File: src/rtl/mips_mem_pkg.sv
// Shared constants and types for the IF/DM single-port memory arbiter.
package mips_mem_pkg;

  localparam logic OWN_IF = 1'b0;
  localparam logic OWN_DM = 1'b1;

  localparam int unsigned AW_DEF     = 10;
  localparam int unsigned DW_DEF     = 32;
  localparam int unsigned RD_LAT_MAX = 4;

  typedef struct packed {
    logic valid;
    logic owner;
  } rsp_tag_t;

endpackage

File: src/rtl/rsp_tag_pipe.sv
// Read-response owner tracking: a DEPTH-stage {valid, owner} shift register
// whose IF-owned entries are invalidated by flush.
module rsp_tag_pipe
  import mips_mem_pkg::*;
#(
  parameter int unsigned DEPTH = 1
) (
  input  logic clk,
  input  logic rst_n,
  input  logic push_valid,
  input  logic push_owner,
  input  logic flush,
  output logic tail_valid_c,
  output logic tail_owner_c
);

  rsp_tag_t stage [DEPTH];
  logic     push_keep_c;

  assign push_keep_c = push_valid & ~(flush & (push_owner == OWN_IF));

  always_ff @(posedge clk or negedge rst_n) begin
    if (!rst_n) begin
      for (int i = 0; i < int'(DEPTH); i++) stage[i] <= '0;
    end else begin
      stage[0] <= '{valid: push_keep_c, owner: push_owner};
      for (int i = 1; i < int'(DEPTH); i++) begin
        stage[i].valid <= stage[i-1].valid & ~(flush & (stage[i-1].owner == OWN_IF));
        stage[i].owner <= stage[i-1].owner;
      end
    end
  end

  // Flush also kills an IF response sitting at the tail in the same cycle.
  assign tail_valid_c = stage[DEPTH-1].valid & ~(flush & (stage[DEPTH-1].owner == OWN_IF));
  assign tail_owner_c = stage[DEPTH-1].owner;

endmodule

File: src/rtl/mem_port_arbiter.sv
// Shares one single-port memory between fetch (IF) and load/store (DM).
// Define ARB_STATS_EN to add saturating grant/conflict statistics outputs.
module mem_port_arbiter
  import mips_mem_pkg::*;
#(
  parameter int unsigned AW         = AW_DEF,
  parameter int unsigned DW         = DW_DEF,
  parameter int unsigned RD_LAT     = 1,
  parameter int unsigned STARVE_MAX = 4
) (
  input  logic          clk,
  input  logic          rst_n,
  input  logic          if_req,
  input  logic [AW-1:0] if_addr,
  output logic          if_gnt,
  output logic          if_rvalid,
  output logic [DW-1:0] if_rdata,
  input  logic          dm_req,
  input  logic          dm_we,
  input  logic [AW-1:0] dm_addr,
  input  logic [DW-1:0] dm_wdata,
  output logic          dm_gnt,
  output logic          dm_rvalid,
  output logic [DW-1:0] dm_rdata,
  input  logic          flush,
  output logic          mem_en,
  output logic          mem_we,
  output logic [AW-1:0] mem_addr,
  output logic [DW-1:0] mem_wdata,
  input  logic [DW-1:0] mem_rdata
`ifdef ARB_STATS_EN
  ,
  output logic [31:0]   stat_if_grants,
  output logic [31:0]   stat_dm_grants,
  output logic [31:0]   stat_conflicts
`endif
);

  localparam int unsigned SW    = $clog2(STARVE_MAX + 1);
  // Out-of-range latencies clamp into the supported 1..RD_LAT_MAX window.
  localparam int unsigned DEPTH = (RD_LAT > RD_LAT_MAX) ? RD_LAT_MAX :
                                  ((RD_LAT < 1) ? 1 : RD_LAT);

  logic [SW-1:0] starve_cnt;
  logic          starved_c;
  logic          push_valid_c;
  logic          push_owner_c;
  logic          tail_valid_c;
  logic          tail_owner_c;

  assign starved_c = (starve_cnt == SW'(STARVE_MAX));

  // DM wins contested cycles until IF has waited STARVE_MAX cycles in a row.
  always_comb begin
    if_gnt = 1'b0;
    dm_gnt = 1'b0;
    if (rst_n) begin
      if (if_req && !flush && (!dm_req || starved_c)) begin
        if_gnt = 1'b1;
      end else if (dm_req) begin
        dm_gnt = 1'b1;
      end
    end
  end

  always_comb begin
    mem_en    = if_gnt | dm_gnt;
    mem_we    = dm_gnt & dm_we;
    mem_addr  = '0;
    mem_wdata = '0;
    if (dm_gnt) begin
      mem_addr  = dm_addr;
      mem_wdata = dm_wdata;
    end else if (if_gnt) begin
      mem_addr  = if_addr;
    end
  end

  always_ff @(posedge clk or negedge rst_n) begin
    if (!rst_n) begin
      starve_cnt <= '0;
    end else if (if_gnt || !if_req || flush) begin
      starve_cnt <= '0;
    end else if (!starved_c) begin
      starve_cnt <= starve_cnt + SW'(1);
    end
  end

  assign push_valid_c = if_gnt | (dm_gnt & ~dm_we);
  assign push_owner_c = dm_gnt ? OWN_DM : OWN_IF;

  rsp_tag_pipe #(
    .DEPTH (DEPTH)
  ) u_tag_pipe (
    .clk          (clk),
    .rst_n        (rst_n),
    .push_valid   (push_valid_c),
    .push_owner   (push_owner_c),
    .flush        (flush),
    .tail_valid_c (tail_valid_c),
    .tail_owner_c (tail_owner_c)
  );

  assign if_rvalid = tail_valid_c & (tail_owner_c == OWN_IF);
  assign dm_rvalid = tail_valid_c & (tail_owner_c == OWN_DM);
  assign if_rdata  = if_rvalid ? mem_rdata : '0;
  assign dm_rdata  = dm_rvalid ? mem_rdata : '0;

`ifdef ARB_STATS_EN
  always_ff @(posedge clk or negedge rst_n) begin
    if (!rst_n) begin
      stat_if_grants <= '0;
      stat_dm_grants <= '0;
      stat_conflicts <= '0;
    end else begin
      if (if_gnt && (stat_if_grants != '1)) stat_if_grants <= stat_if_grants + 32'd1;
      if (dm_gnt && (stat_dm_grants != '1)) stat_dm_grants <= stat_dm_grants + 32'd1;
      if (if_req && dm_req && (stat_conflicts != '1)) stat_conflicts <= stat_conflicts + 32'd1;
    end
  end
`endif

endmodule

File: config.mk
export PLATFORM = sky130hd
export DESIGN_NAME = mem_port_arbiter
export DESIGN_NICKNAME = d
export VERILOG_FILES = /design/src/rtl/mips_mem_pkg.sv /design/src/rtl/rsp_tag_pipe.sv /design/src/rtl/mem_port_arbiter.sv
export SDC_FILE = /design/constraint.sdc
export NUM_CORES = 1
export LEC_CHECK = 0
export ABC_AREA = 1
export CAP_MARGIN = 20
export CORE_AREA = 3 3 77 79
export CTS_CLUSTER_SIZE = 40
export DETAILED_ROUTE_END_ITERATION = 16
export DIE_AREA = 0 0 80 82
export DONT_BUFFER_PORTS = 1
export GPL_ROUTABILITY_DRIVEN = 1
export MAX_ROUTING_LAYER = met4
export SLEW_MARGIN = 10
export SYNTH_ARGS = -nofsm -noshare
export SYNTH_HDL_FRONTEND = slang
export SYNTH_HIERARCHICAL = 1
export SYNTH_SLANG_ARGS = --single-unit
File: constraint.sdc
create_clock -name clk -period 3.5 [get_ports clk]
set_input_delay 0.7 -clock clk [delete_from_list [all_inputs] [get_ports clk]]
set_output_delay 0.7 -clock clk [all_outputs]
set_load 0.02 [all_outputs]
## Word level (Yosys, flattened, before mapping)

Index checks and enable logic that the tools add are counted.
Widths: inputs -> output; s select.

| operators by class | value |
|---|---|
| add/sub/neg operators | 1 |
| multiply operators | 0 |
| div/mod/pow operators | 0 |
| magnitude comparators | 0 |
| eq/ne operators | 2 |
| shift operators | 0 |
| mux-type cells | 13 |
| bitwise logic cells | 15 |
| reduce and logical (&&, ||, !) cells | 8 |

Operators by type and width:

| cell | number |
|---|---|
| $mux 32 | 3 |
| $mux 10 | 2 |
| $and 1x1->1 | 8 |
| $mux 1 | 6 |
| $mux 3 | 2 |
| $not 1->1 | 5 |
| $add 3x1->3 const B | 1 |
| $eq 3x3->1 const B | 1 |
| $logic_not 1->1 | 3 |
| $logic_or 1x1->1 | 3 |
| $logic_and 1x1->1 | 2 |
| $ne 2x1->1 const B | 1 |
| $or 1x1->1 | 2 |

| word-level totals | value |
|---|---|
| register bits after elaboration | 5 |
| latch bits | 0 |
| RAM bits | 0 |
| memory bits (read-only) | 0 |
| bits of input ports | 90 |
| output and inout port bits | 112 |
| memories | 0 |

## Longest topological paths before layout

| depth | value |
|---|---|
| word-level depth | 10 |
| mapped depth | 10 |
| depth with buffers taken out | 9 |

## By module

Netlist, hierarchy kept.

Modules (own cells, without submodules):

| module | instances | cells each | area an instance (sq um) |
|---|---|---|---|
| mem_port_arbiter | 1 | 244 | 1,132.3 |
| rsp_tag_pipe | 1 | 8 | 75.1 |

## Least setup slack after synthesis

Ideal clock, no wire load.

| path | value |
|---|---|
| kind | in2out |
| start | in flush |
| end | out if_rdata[10] |
| arrival | 1.866 ns |
| path slack | 0.934 ns |
| cell stages on the path | 6 |
| buffers on the path | 1 |
| cell sequence | a21oi_1 -> inv_1 -> nor2_1 -> inv_1 -> buf_6 -> nor2_1 |

| on the way | value |
|---|---|
| longest elaborated chain between the ends | 5 |

Ends and longest elaborated chain:

| element | line | RTL |
|---|---|---|
| from (decl) | mem_port_arbiter.sv:25 | `input logic flush,` |
| $and 1x1->1 | rsp_tag_pipe.sv:35 | `assign tail_valid_c = stage[DEPTH-1].valid & ~(flush & (stage[DEPTH-1].owner == OWN_IF));` |
| $not 1->1 | rsp_tag_pipe.sv:35 |  |
| $and 1x1->1 | rsp_tag_pipe.sv:35 |  |
| $and 1x1->1 | mem_port_arbiter.sv:104 | `assign if_rvalid = tail_valid_c & (tail_owner_c == OWN_IF);` |
| via if_rvalid | mem_port_arbiter.sv:16 | `output logic if_rvalid,` |
| $mux 32 | mem_port_arbiter.sv:106 | `assign if_rdata = if_rvalid ? mem_rdata : '0;` |
| to (decl) | mem_port_arbiter.sv:17 | `output logic [DW-1:0] if_rdata,` |

The timed path passes the listed nets, and every way through them passes these cells.

## Worst setup path after layout

| path | value |
|---|---|
| start | in flush |
| end | out if_rdata[26] |

The elaborated chain is that of the path after synthesis.

==> flow_summary.yaml <==
clocking:
  cts_tree: "built"
  worst_setup_hold_path_clk_slew_ns: 0.04
  htreeDepth: 1
  cts_repair_resize_count: 0
  cts-root-buf: "clkbuf_8"
  clock_insertion_delay_worst_skew_ns: 0.22
  cts_hold_buf: 0
  cts.path.max_buffers: 2
  number_of_buffers_created_by_cts: 3
  post-cts-setup-buffer-count: 0
  clkSinkCount: 5
logic_synthesis:
  count_leader_synth: "nor2_1"
  asyncSetResetFlopFracSynth_pct: 100
  netlist.area_leader.share_pct: 30.5
  syn_area_sq_um: 1210
  synth_top_area_cell: "nor2_1"
  synth_area_leaders: "nor2_1 (30%), inv_1 (25%), dfrtp_1 (10%)"
  synth_edf_count: 0
  yosysSeqAreaShare_pct: 10.4
  synthesis.yosys.warnings: 6
  yosys-top-cells-count: "nor2_1 (98), inv_1 (80), nand2_1 (16)"
  yosysUniqueCellTypes: 17
  netlist_instances: 252
  ys_ff_latch: 5
  synth_nets: 344
  most_instantiated_flip_flop_cell_in_the_synthesis_netlist: "dfrtp_1"
  mean_syn_cell_area_sq_um: 4.79
finish:
  fillCellCount: 630
  final-instance-count-excl-fill: 314
  multi_input_area_sq_um: 673
  final_net_count: 335
  layout-drive-gt1-share_pct: 5.79
  insertedDiodeCount: 0
  seqCellArea_sq_um: 125
  area.growth.synth_to_final_pct: 2.18
worst_setup_path:
  rrSetupSlack_ns: 1.47
  critPathMaxStageDelay_ns: 0.49
  reg2reg_depth: 9
  critical_path_arrival_ns: 2.22
  series_of_cell_instances_along_the_critical_path: "a21oi_1 -> inv_1 -> nor2_1 -> inv_1 -> nor2_1"
  cp_max_fo: 32
  r2r-start: "starve_cnt[0]$_DFFE_PN0P_"
  critPathRequiredTime_ns: 2.80
  setup.worst_path.start: "flush"
  timing_worst_setup_path_type: "in2out"
  setup.worst_path.end: "if_rdata[26]"
  slowest_library_cell_on_the_worst_path: "inv_1"
  critical_path.endpoint_type: "output port"
  worstSetupStartpointType: "primary input"
  r2r-end: "u_tag_pipe/stage[1]$_DFF_PN0_"
timing:
  post-route-min-period_ns: 2.92
  worst_pin_slew_ns: 0.936
  slew_hr_pct: 37.4
  period_share_pct: 83.3
  fmax_mhz: 343
  slew_viol_final: 0
  setup-violations-final: 0
  fin_setup_tns_ns: 0
  rsz_0062_raised_after_global_routing: "no"
  hold_slack_ns: 0.175
  clock_skew_ns: 0.00261
  final_hold_viol_count: 0
pwr:
  pwr_density_cell_nw_per_um2: 235
  share_clk_of_total_power_pct: 37.4
  share_seq_of_total_power_pct: 21.4
  power.share.switching_pct: 44.9
  power_frac_comb_pct: 41.2
  p_int_uw: 160
  max_ir_drop_vdd_mv: 0.0612
  net-switching-power_uw: 130
  power.leakage_uw: 0.000862
floorplan:
  floorplan.io_pins: 202
  width_of_the_die_um: 80
  start_util_pct: 22.3
  chipHeight_um: 82
  die_area_sq_um: 6560
  fp-row-count: 27
  core-area_sq_um: 5410
placed_design:
  dpl.cell_count: 310
  portBuffers: 0
  hpwlAfterDp_um: 4080
  placer_congestion: 0.779
global_routing:
  number_of_global_route_vias_before_repair: 1061
  global_route.usage.total_pct: 11.4
  grt_first_pass_wirelength_um: 5440
  pin_count_of_the_biggest_net_entering_global_routing: 36
  initial_antenna_violation_count: 0
  global_route.overflow_total: 0
detailed_routing:
  detailroute.via_count: 1436
  drt-initial-drc-count: 37
  drc_violations_left: 0
  postRouteAntennaNets: 0
  detail_route.first_pass.iterations: 5
  routedWlPerCell_um: 14.6
  drt-vias-per-instance: 4.57
  drt_wl_total_um: 4600
status:
  outcome: "finished clean"
worst_hold_path:
  hold_path_class: "in2async"
run:
  timing.max_cap.violations: 0
[routing by layer]
metal  up-vias  GRT usage (%)  part of all wire [%]
met5         -              -                     0
met4         0           3.55                  0.59
met2       129           21.4                    52
met3         2           2.96                    12
li1        677              -                     -
met1       628           11.5                    36
[cell usage in the layout, fill, tap and decap left out, drive strengths merged]
cell type,instances
a21oi,2
clkbuf,4
dfrtp,5
ha,2
inv,80
nand2,21
nand3,11
nand4,10
nor2,104
o21ai,2
xor2,1
[power groups by stage]
stage	combinational (uW)	clock [uW]	sequential, uW
2_1_floorplan	114	0	62.2
3_3_place_gp	120	0	62.5
3_5_place_dp	120	0	62.6
4_1_cts	121	113	61.8
5_1_grt	132	121	62.2
6_report	119	108	61.8
[cell type report]
class | instances | area share (%)
clock buffers | 4 | 3.65
flip-flops and latches | 5 | 10.1
well taps | 72 | 7.30
multi-input cells | 153 | 54.6
inverters | 80 | 24.3
[worst max-delay path, delay by kind of cell]
| kind | cells | cell delay, ns |
|---|---|---|
| AOI/OAI and AO/OA | 1 | 0.15 |
| buffers and inverters | 2 | 0.54 |
| and+or+nand+nor | 2 | 0.82 |
[flip-flops by register name, summed over array words and instances, names as in the netlist]
| name | count |
|---|---|
| starve_cnt | 3 |
| u_tag_pipe/stage | 1 |
| u_tag_pipe/tail_owner_c | 1 |
[cells by family after synthesis]
logic type | synth area share, %
AO/OA/AOI/OAI | 1.66
AND/OR/NAND/NOR | 51.3
buffers and inverters | 33.9
flip-flops | 10.4
XOR/XNOR | 0.726
adder cells (fa/ha/maj) | 2.07
[per-stage QoR]
step / area, sq um / setup WS (ns) / utilization (%) / power (uW)
after floorplan: 1210 / 0.934 / - / 176
after global placement: 1190 / 0.618 / 22.0 / 182
after detailed placement: 1190 / 0.596 / 22.0 / 183
after CTS: 1230 / 0.596 / 22.8 / 295
after global routing: 1230 / 0.380 / 22.8 / 315
final: 1230 / 0.584 / 22.8 / 289
[worst min path at each step]
stage          start                           endpoint  slack [ns]
4_1_cts        rst_n          starve_cnt[0]$_DFFE_PN0P_        0.17
3_3_place_gp   rst_n      u_tag_pipe/stage[1]$_DFF_PN0_        0.40
5_1_grt        rst_n          starve_cnt[0]$_DFFE_PN0P_        0.16
6_report       rst_n          starve_cnt[0]$_DFFE_PN0P_        0.17
3_5_place_dp   rst_n  u_tag_pipe/tail_owner_c$_DFF_PN0_        0.40
2_1_floorplan  rst_n          starve_cnt[0]$_DFFE_PN0P_        0.40
Power figures use the tool's default switching activity.
